===== src/rtl/alu_sequencer.sv =====
// alu_sequencer: buffers ALU commands and strobes a 4-bit ALU one command at a time.
// Define ALU_SEQ_CHECK_EN to add a golden result model and the rsp_mismatch output.
module alu_sequencer #(
  parameter int CMD_DEPTH = 4,
  parameter int TIMEOUT   = 8
) (
  input  logic       clk,
  input  logic       rst,
  input  logic       cmd_valid,
  output logic       cmd_ready,
  input  logic [3:0] cmd_a,
  input  logic [3:0] cmd_b,
  input  logic [1:0] cmd_op,
  output logic [3:0] alu_a,
  output logic [3:0] alu_b,
  output logic [1:0] alu_opcode,
  output logic       alu_enable,
  input  logic [7:0] alu_out,
  input  logic       alu_done,
  output logic       rsp_valid,
  input  logic       rsp_ready,
  output logic [7:0] rsp_data,
  output logic [1:0] rsp_op,
  output logic       rsp_err,
`ifdef ALU_SEQ_CHECK_EN
  output logic       rsp_mismatch,
`endif
  output logic       busy
);
  localparam int AW = $clog2(CMD_DEPTH);
  localparam int CW = AW + 1;
  localparam int TW = (TIMEOUT > 1) ? $clog2(TIMEOUT) : 1;

  typedef enum logic [2:0] {
    S_IDLE, S_SETUP, S_STROBE, S_WAIT, S_RESP
  } state_t;

  logic [9:0]    mem_q [CMD_DEPTH];
  logic [AW-1:0] wr_ptr_q, wr_ptr_d;
  logic [AW-1:0] rd_ptr_q, rd_ptr_d;
  logic [CW-1:0] cnt_q, cnt_d;
  logic          push, pop, full, empty;
  logic [9:0]    head;

  state_t        state_q, state_d;
  logic [3:0]    a_q, a_d, b_q, b_d;
  logic [1:0]    op_q, op_d;
  logic          en_q, en_d;
  logic [TW-1:0] tmr_q, tmr_d;
  logic          rv_q, rv_d;
  logic [7:0]    data_q, data_d;
  logic [1:0]    rop_q, rop_d;
  logic          err_q, err_d;
  logic          wait_to;

  assign full    = cnt_q == CW'(CMD_DEPTH);
  assign empty   = cnt_q == '0;
  assign push    = cmd_valid && !full;
  assign pop     = (state_q == S_IDLE) && !empty;
  assign head    = mem_q[rd_ptr_q];
  assign wait_to = tmr_q == TW'(TIMEOUT - 1);

  always_comb begin
    wr_ptr_d = push ? wr_ptr_q + AW'(1) : wr_ptr_q;
    rd_ptr_d = pop ? rd_ptr_q + AW'(1) : rd_ptr_q;
    unique case ({push, pop})
      2'b10:   cnt_d = cnt_q + CW'(1);
      2'b01:   cnt_d = cnt_q - CW'(1);
      default: cnt_d = cnt_q;
    endcase
  end

  // Storage holds data only; validity lives in the pointers.
  always_ff @(posedge clk) begin
    if (push) mem_q[wr_ptr_q] <= {cmd_op, cmd_b, cmd_a};
  end

  always_comb begin
    state_d = state_q;
    a_d     = a_q;
    b_d     = b_q;
    op_d    = op_q;
    en_d    = 1'b0;
    tmr_d   = tmr_q;
    rv_d    = rv_q;
    data_d  = data_q;
    rop_d   = rop_q;
    err_d   = err_q;
    unique case (state_q)
      S_IDLE: begin
        if (pop) begin
          a_d     = head[3:0];
          b_d     = head[7:4];
          op_d    = head[9:8];
          state_d = S_SETUP;
        end
      end
      S_SETUP: begin
        en_d    = 1'b1;
        state_d = S_STROBE;
      end
      S_STROBE: begin
        tmr_d   = '0;
        state_d = S_WAIT;
      end
      S_WAIT: begin
        tmr_d = tmr_q + TW'(1);
        if (alu_done) begin
          data_d  = alu_out;
          err_d   = 1'b0;
          rop_d   = op_q;
          rv_d    = 1'b1;
          state_d = S_RESP;
        end else if (wait_to) begin
          data_d  = 8'h00;
          err_d   = 1'b1;
          rop_d   = op_q;
          rv_d    = 1'b1;
          state_d = S_RESP;
        end
      end
      S_RESP: begin
        if (rsp_ready) begin
          rv_d    = 1'b0;
          state_d = S_IDLE;
        end
      end
      default: state_d = S_IDLE;
    endcase
  end

  always_ff @(posedge clk or posedge rst) begin
    if (rst) begin
      wr_ptr_q <= '0;
      rd_ptr_q <= '0;
      cnt_q    <= '0;
      state_q  <= S_IDLE;
      a_q      <= '0;
      b_q      <= '0;
      op_q     <= '0;
      en_q     <= 1'b0;
      tmr_q    <= '0;
      rv_q     <= 1'b0;
      data_q   <= '0;
      rop_q    <= '0;
      err_q    <= 1'b0;
    end else begin
      wr_ptr_q <= wr_ptr_d;
      rd_ptr_q <= rd_ptr_d;
      cnt_q    <= cnt_d;
      state_q  <= state_d;
      a_q      <= a_d;
      b_q      <= b_d;
      op_q     <= op_d;
      en_q     <= en_d;
      tmr_q    <= tmr_d;
      rv_q     <= rv_d;
      data_q   <= data_d;
      rop_q    <= rop_d;
      err_q    <= err_d;
    end
  end

  assign cmd_ready  = !full;
  assign alu_a      = a_q;
  assign alu_b      = b_q;
  assign alu_opcode = op_q;
  assign alu_enable = en_q;
  assign rsp_valid  = rv_q;
  assign rsp_data   = data_q;
  assign rsp_op     = rop_q;
  assign rsp_err    = err_q;
  assign busy       = (state_q != S_IDLE) || !empty;

`ifdef ALU_SEQ_CHECK_EN
  logic [7:0] exp_res;
  logic       mm_q, mm_d;

  always_comb begin
    unique case (op_q)
      2'b00:   exp_res = {4'b0, a_q} + {4'b0, b_q};
      2'b01:   exp_res = {4'b0, a_q} - {4'b0, b_q};
      2'b10:   exp_res = {4'b0, a_q} * {4'b0, b_q};
      default: exp_res = {4'b0, a_q} + 8'd1;
    endcase
    mm_d = mm_q;
    if (state_q == S_WAIT) begin
      if (alu_done) mm_d = alu_out != exp_res;
      else if (wait_to) mm_d = 1'b0;
    end
  end

  always_ff @(posedge clk or posedge rst) begin
    if (rst) mm_q <= 1'b0;
    else     mm_q <= mm_d;
  end

  assign rsp_mismatch = mm_q;
`endif
endmodule


===== config.mk =====
export PLATFORM = sky130hd
export DESIGN_NAME = alu_sequencer
export DESIGN_NICKNAME = d
export VERILOG_FILES = /design/src/rtl/alu_sequencer.sv
export SDC_FILE = /design/constraint.sdc
export NUM_CORES = 1
export LEC_CHECK = 0
export CAP_MARGIN = 10
export CELL_PAD_IN_SITES_DETAIL_PLACEMENT = 1
export CELL_PAD_IN_SITES_GLOBAL_PLACEMENT = 1
export CORE_AREA = 2 2 97 99
export CTS_CLUSTER_SIZE = 16
export DETAILED_ROUTE_END_ITERATION = 10
export DIE_AREA = 0 0 99 101
export PLACE_DENSITY_LB_ADDON = 0.1
export SYNTH_ARGS = -nofsm -noshare
export SYNTH_HDL_FRONTEND = slang
export SYNTH_SLANG_ARGS = --single-unit

===== constraint.sdc =====
create_clock -name clk -period 2.35 [get_ports clk]
set_clock_uncertainty 0.2 [all_clocks]
set_input_delay 0.47 -clock clk [delete_from_list [all_inputs] [get_ports clk]]
set_output_delay 0.47 -clock clk [all_outputs]
set_load 0.005 [all_outputs]

After elaboration in Yosys (flattened, before gate mapping)
Memory sizes are Yosys's and may differ from the RTL's. A register that Yosys moved wholly into a read port is not among the register bits.
Cells that the tools add are included.

storage, ports and cells
  bits in writable memories = 40
  memories = 1
  register bits after elaboration = 26
  output and inout bits = 25
  bits of input ports = 23

memories
  memory  words  bits a word  rd ports  clocked after memory_dff  wr ports  line  RTL
  mem_q   4      10           1         1                         1         38    logic [9:0] mem_q [CMD_DEPTH];

cells by class
  add/subtract/negate cells = 5
  multiplexer cells = 19
  reduce and logical (&&, ||, !) cells = 16
  equality and inequality tests = 11

operators by type and width
  kind                   number
  $mux W8                2
  $pmux W3 S5            1
  $mux W3                4
  $pmux W3 S2            2
  $eq A3 B3 Y1 const B   3
  $reduce_bool A2 Y1     4
  $mux W1                7
  $add A3 B1 Y3 const B  2
  $eq A3 B2 Y1 const B   2
  $logic_not A3 Y1       2
  $reduce_and A3 Y1      2
  $add A2 B1 Y2 const B  2
  $mux W2                2
  $ne A2 B2 Y1 const B   2
  $reduce_and A2 Y1      2
  $eq A3 B1 Y1 const B   1
  $ne A3 B3 Y1 const B   1
  $reduce_bool A3 Y1     1
  $sub A3 B1 Y3 const B  1
  $eq A2 B1 Y1 const B   1
  $eq A2 B2 Y1 const B   1
  $logic_and A1 B1 Y1    2
  $logic_not A1 Y1       2
  $pmux W1 S2            1
  $logic_or A1 B1 Y1     1

Depth between registers and ports, before layout
  depth after elaboration = 5
  mapped depth = 11
  gate-level depth less buffers = 9

Worst setup path before layout
OpenSTA, ideal clock, no wires.

  path type = register to register
  from = reg cnt_q[0]
  to = reg cnt_q[2]
  setup slack = 0.070 ns
  arrival time = 2.001 ns
  required time = 2.071 ns
  cell stages (with the launch flop) = 10
  clock period less this slack = 2.280 ns
  cells stage by stage = dfrtp_1 or3b_4 and2_4 inv_1 ha_1 inv_1 fa_1 xor2_1 nor2_1 xor2_1

on the way
  cells in the longest elaborated chain, start to end = 5
  elaborated cells between the ends (all ways) = 12

RTL lines
  item                                                      line  RTL
  start: declaration                                        41    logic [CW-1:0] cnt_q, cnt_d;
  start signal: assignment                                  150   cnt_q <= cnt_d;
  $eq A3 B3 Y1 (*)                                          56    assign full = cnt_q == CW'(CMD_DEPTH);
  $logic_not A1 Y1 (*)                                      n/a
  via cmd_ready                                             10    output logic cmd_ready,
  $logic_and A1 B1 Y1 (*)                                   58    assign push = cmd_valid && !full;
  $eq A2 B1 Y1 / $eq A2 B2 Y1 (equally long branches)       66    unique case ({push, pop})
  $pmux W3 S2 / $reduce_bool A2 Y1 (equally long branches)  n/a

Mark *: on every way through the listed nets, which the timed path passes. The rest lies on a longest branch.
A chain may end at the register's enable or synchronous reset.

Worst setup path after layout
  from = reg cnt_q[0]
  to = out cmd_ready

on the way
  cells in the longest elaborated chain, start to end = 2

RTL lines
  item              line  RTL
  $eq A3 B3 Y1      56
  $logic_not A1 Y1  164   assign cmd_ready = !full;
  end: declaration  10

Every way passes these cells.

==> results.py <==
metrics = {
    "run_status": {
        "outcome": "finished, final reports clean",
    },
    "clock_tree": {
        "clk_pin_slew_ps": 80,
        "clkLatencyLatePin_ps": 340,
        "cts_buffers": 9,
        "htreeDepth": 3,
        "cts_hold_buf": 0,
        "root_buffer": "clkbuf_8",
        "cts.sink_count": 76,
        "cts_buffer_depth": 2,
        "cts_tree": "done",
    },
    "timing": {
        "rsz0062_at_grt": "true",
        "relSlewSlack_pct": 65.0,
        "finalSetupViolCount": 0,
        "period_share_pct": 96.8,
        "fin_hold_ws_ps": 302,
        "finalCriticalPeriod_ps": 2270,
        "tns_ps": 0,
        "max_freq_mhz": 440,
        "finalHoldViolCount": 0,
        "tightestPinTransition_ps": 525,
        "slew_viol_final": 0,
    },
    "global_routing": {
        "grt_overflow": 0,
        "grt_pass1_vias": 1992,
        "grt_start_max_net_pins": 37,
        "grt_pass1_wl_um": 10000,
        "antenna_found_initial": 0,
        "grt_usage_pct": 13.3,
    },
    "cells_and_area": {
        "final_cell_mix": "clkdlybuf4s50_1 (46), edfxtp_1 (40), dfrtp_1 (36)",
        "final_cell_area_um2": 3960,
        "area_delta_synth_final_pct": 29.9,
        "mostFrequentLayoutCell": "clkdlybuf4s50_1",
        "num_antenna_cells": 0,
        "fillCellCount": 873,
        "final_nets": 277,
        "drive_gt1_share_pct": 25.9,
    },
    "synth": {
        "yosysTopAreaCell": "edfxtp_1",
        "synth_cell_types": 36,
        "ys_ff_latch": 76,
        "syn_area_um2": 3050,
        "seq_area_frac_synth_pct": 69.0,
        "synth.area.top_cells": "edfxtp_1 (39%), dfrtp_1 (30%), mux4_2 (5.9%), mux2_2 (4.4%), ha_1 (2.9%)",
        "syn_nets": 208,
        "synth_cells": 177,
        "yosysTopAreaCellShare_pct": 39.4,
        "avgSynthCellArea_um2": 17.2,
        "synth-warning-count": 0,
    },
    "placed_design": {
        "place_area_um2": 3710,
        "gp_congestion": 0.681,
        "dp_hpwl_um": 4240,
        "portBuffers": 47,
    },
    "die": {
        "die-area_um2": 10000,
        "num_rows": 35,
        "start_util_pct": 33.9,
        "die_w_um": 99,
        "io_pins": 48,
        "die_height_um": 101,
        "coreArea_um2": 8980,
    },
    "worst_setup_path": {
        "cp.required_ps": 1680,
        "start_kind": "register",
        "endpoint_kind": "output pin",
        "path_class": "register to output pin",
        "cp.arrival_ps": 1600,
        "reg2reg_depth": 9,
        "cp_max_fo": 3,
    },
    "drt": {
        "drt_iter0_drc": 14,
        "postRouteAntennaNets": 0,
        "first_pass_iters": 3,
        "num_vias": 1710,
        "routed_wl_um": 6150,
        "drc": 0,
        "routed_via_density": 4.72,
        "routedWlPerCell_um": 17.0,
    },
    "power": {
        "irDropWorstVdd_mv": 0.383,
        "power_mw": 5.02,
        "p_leak_nw": 1.57,
        "power.density_nw_per_um2": 1270,
    },
    "flow_run": {
        "cap_violations": 0,
    },
    "min_path": {
        "hold_path.class": "register to register",
        "holdPathStages": 2,
    },
}
-- layer usage --
| metal | part of all wire, % | vias to the layer above | GRT usage (%) |
|---|---|---|---|
| met4 | 2.0 | 0 | 6.11 |
| met3 | 3.8 | 13 | 2.84 |
| li1 | - | 793 | - |
| met1 | 44 | 860 | 16.4 |
| met5 | 0 | - | 0 |
| met2 | 50 | 44 | 22.5 |
-- state kept, by name, indices dropped and copies added (netlist names), 3 cells and up --
name      flops
mem_q        40
rsp_data      8
alu_a         4
tmr_q         3
cnt_q         3
alu_b         4
state_q       3
-- report_power, final --
group / switching, mW / leakage [nW] / internal, mW
clock network: 0.507 / 0.0968 / 0.503
logic: 0.755 / 0.670 / 1.12
registers: 0.271 / 0.800 / 1.86
total: 1.53 / 1.57 / 3.49
-- critical path, stage by stage (launching register included) --
cell	delay (ps)
dfrtp_1	390
or3b_4	410
clkdlybuf4s50_1	460
-- cell families after synthesis --
family	Yosys count	synth area share, %
flip-flops	76	69.0
AND/OR/NAND/NOR	29	5.75
multiplexers	24	12.9
AO/OA/AOI/OAI	17	4.27
buffers and inverters	17	2.83
adder cells (fa/ha/maj)	8	3.53
XOR/XNOR	6	1.72
-- worst paths after layout --
| check | start | slack [ps] | to |
|---|---|---|---|
| hold reg to reg | tmr_q[1]$_DFFE_PP0N_ | 300 | tmr_q[1]$_DFFE_PP0N_ |
| setup / recovery | cnt_q[0]$_DFFE_PP0P_ | 80 | cmd_ready |
| hold / removal | tmr_q[1]$_DFFE_PP0N_ | 300 | tmr_q[1]$_DFFE_PP0N_ |
| max in group asynchronous | rst | 1240 | state_q[1]$_DFFE_PP0P_ |
| min in group asynchronous | rst | 340 | rsp_data[5]$_DFFE_PP0P_ |
| setup reg to reg | cnt_q[0]$_DFFE_PP0P_ | 80 | cnt_q[2]$_DFFE_PP0P_ |
-- cells in the mapped netlist --
| master | instances |
|---|---|
| o21bai_1 | 1 |
| nor2b_1 | 2 |
| inv_1 | 10 |
| o2bb2ai_1 | 1 |
| buf_4 | 1 |
| nand2b_1 | 3 |
| fa_1 | 1 |
| nand3_1 | 1 |
| buf_2 | 3 |
| or3b_4 | 1 |
| nand3b_1 | 1 |
| mux4_2 | 8 |
| and2_4 | 1 |
| nor3_1 | 1 |
| xnor2_1 | 4 |
| mux2_4 | 1 |
| a21oi_1 | 2 |
| xor2_1 | 2 |
| dfrtp_1 | 36 |
| and3_1 | 5 |
| clkbuf_1 | 1 |
| o211a_1 | 1 |
| mux2_2 | 12 |
| nor3_4 | 1 |
| a22o_1 | 8 |
| nor2_1 | 4 |
| mux2i_1 | 1 |
| mux4_1 | 2 |
| o21ai_0 | 3 |
| edfxtp_1 | 40 |
| ha_1 | 7 |
| or3_4 | 1 |
| buf_6 | 2 |
| o41ai_1 | 1 |
| nand2_2 | 1 |
| nand2_1 | 7 |
-- metrics by stage --
step	setup slack (ps)	util, %	std cells
after detailed placement	-95.0	41.4	342
final	76.0	44.1	362
after floorplan	70.3	-	177
after CTS	-28.2	43.9	361
after global routing	-43.4	44.1	362
after global placement	29.3	41.4	342
-- repair_timing --
action,4_1_cts,5_1_grt
pin swaps,3,9
resized for setup,2,6
setup buffers,3,1
hold endpoints to repair,0,0
setup endpoints to repair,2,3
-- area by class of cell --
class | instances | area, µm² | share of cell area, %
Clock buffer | 9 | 124 | 3.13
Clock inverter | 7 | 80.1 | 2.02
Inverter | 10 | 37.5 | 0.949
Multi-Input combinational cell | 84 | 873 | 22.1
Sequential cell | 76 | 2100 | 53.1
Tap cell | 111 | 139 | 3.51
Timing Repair Buffer | 65 | 601 | 15.2
No activity file was read; power rests on OpenSTA's default activity.
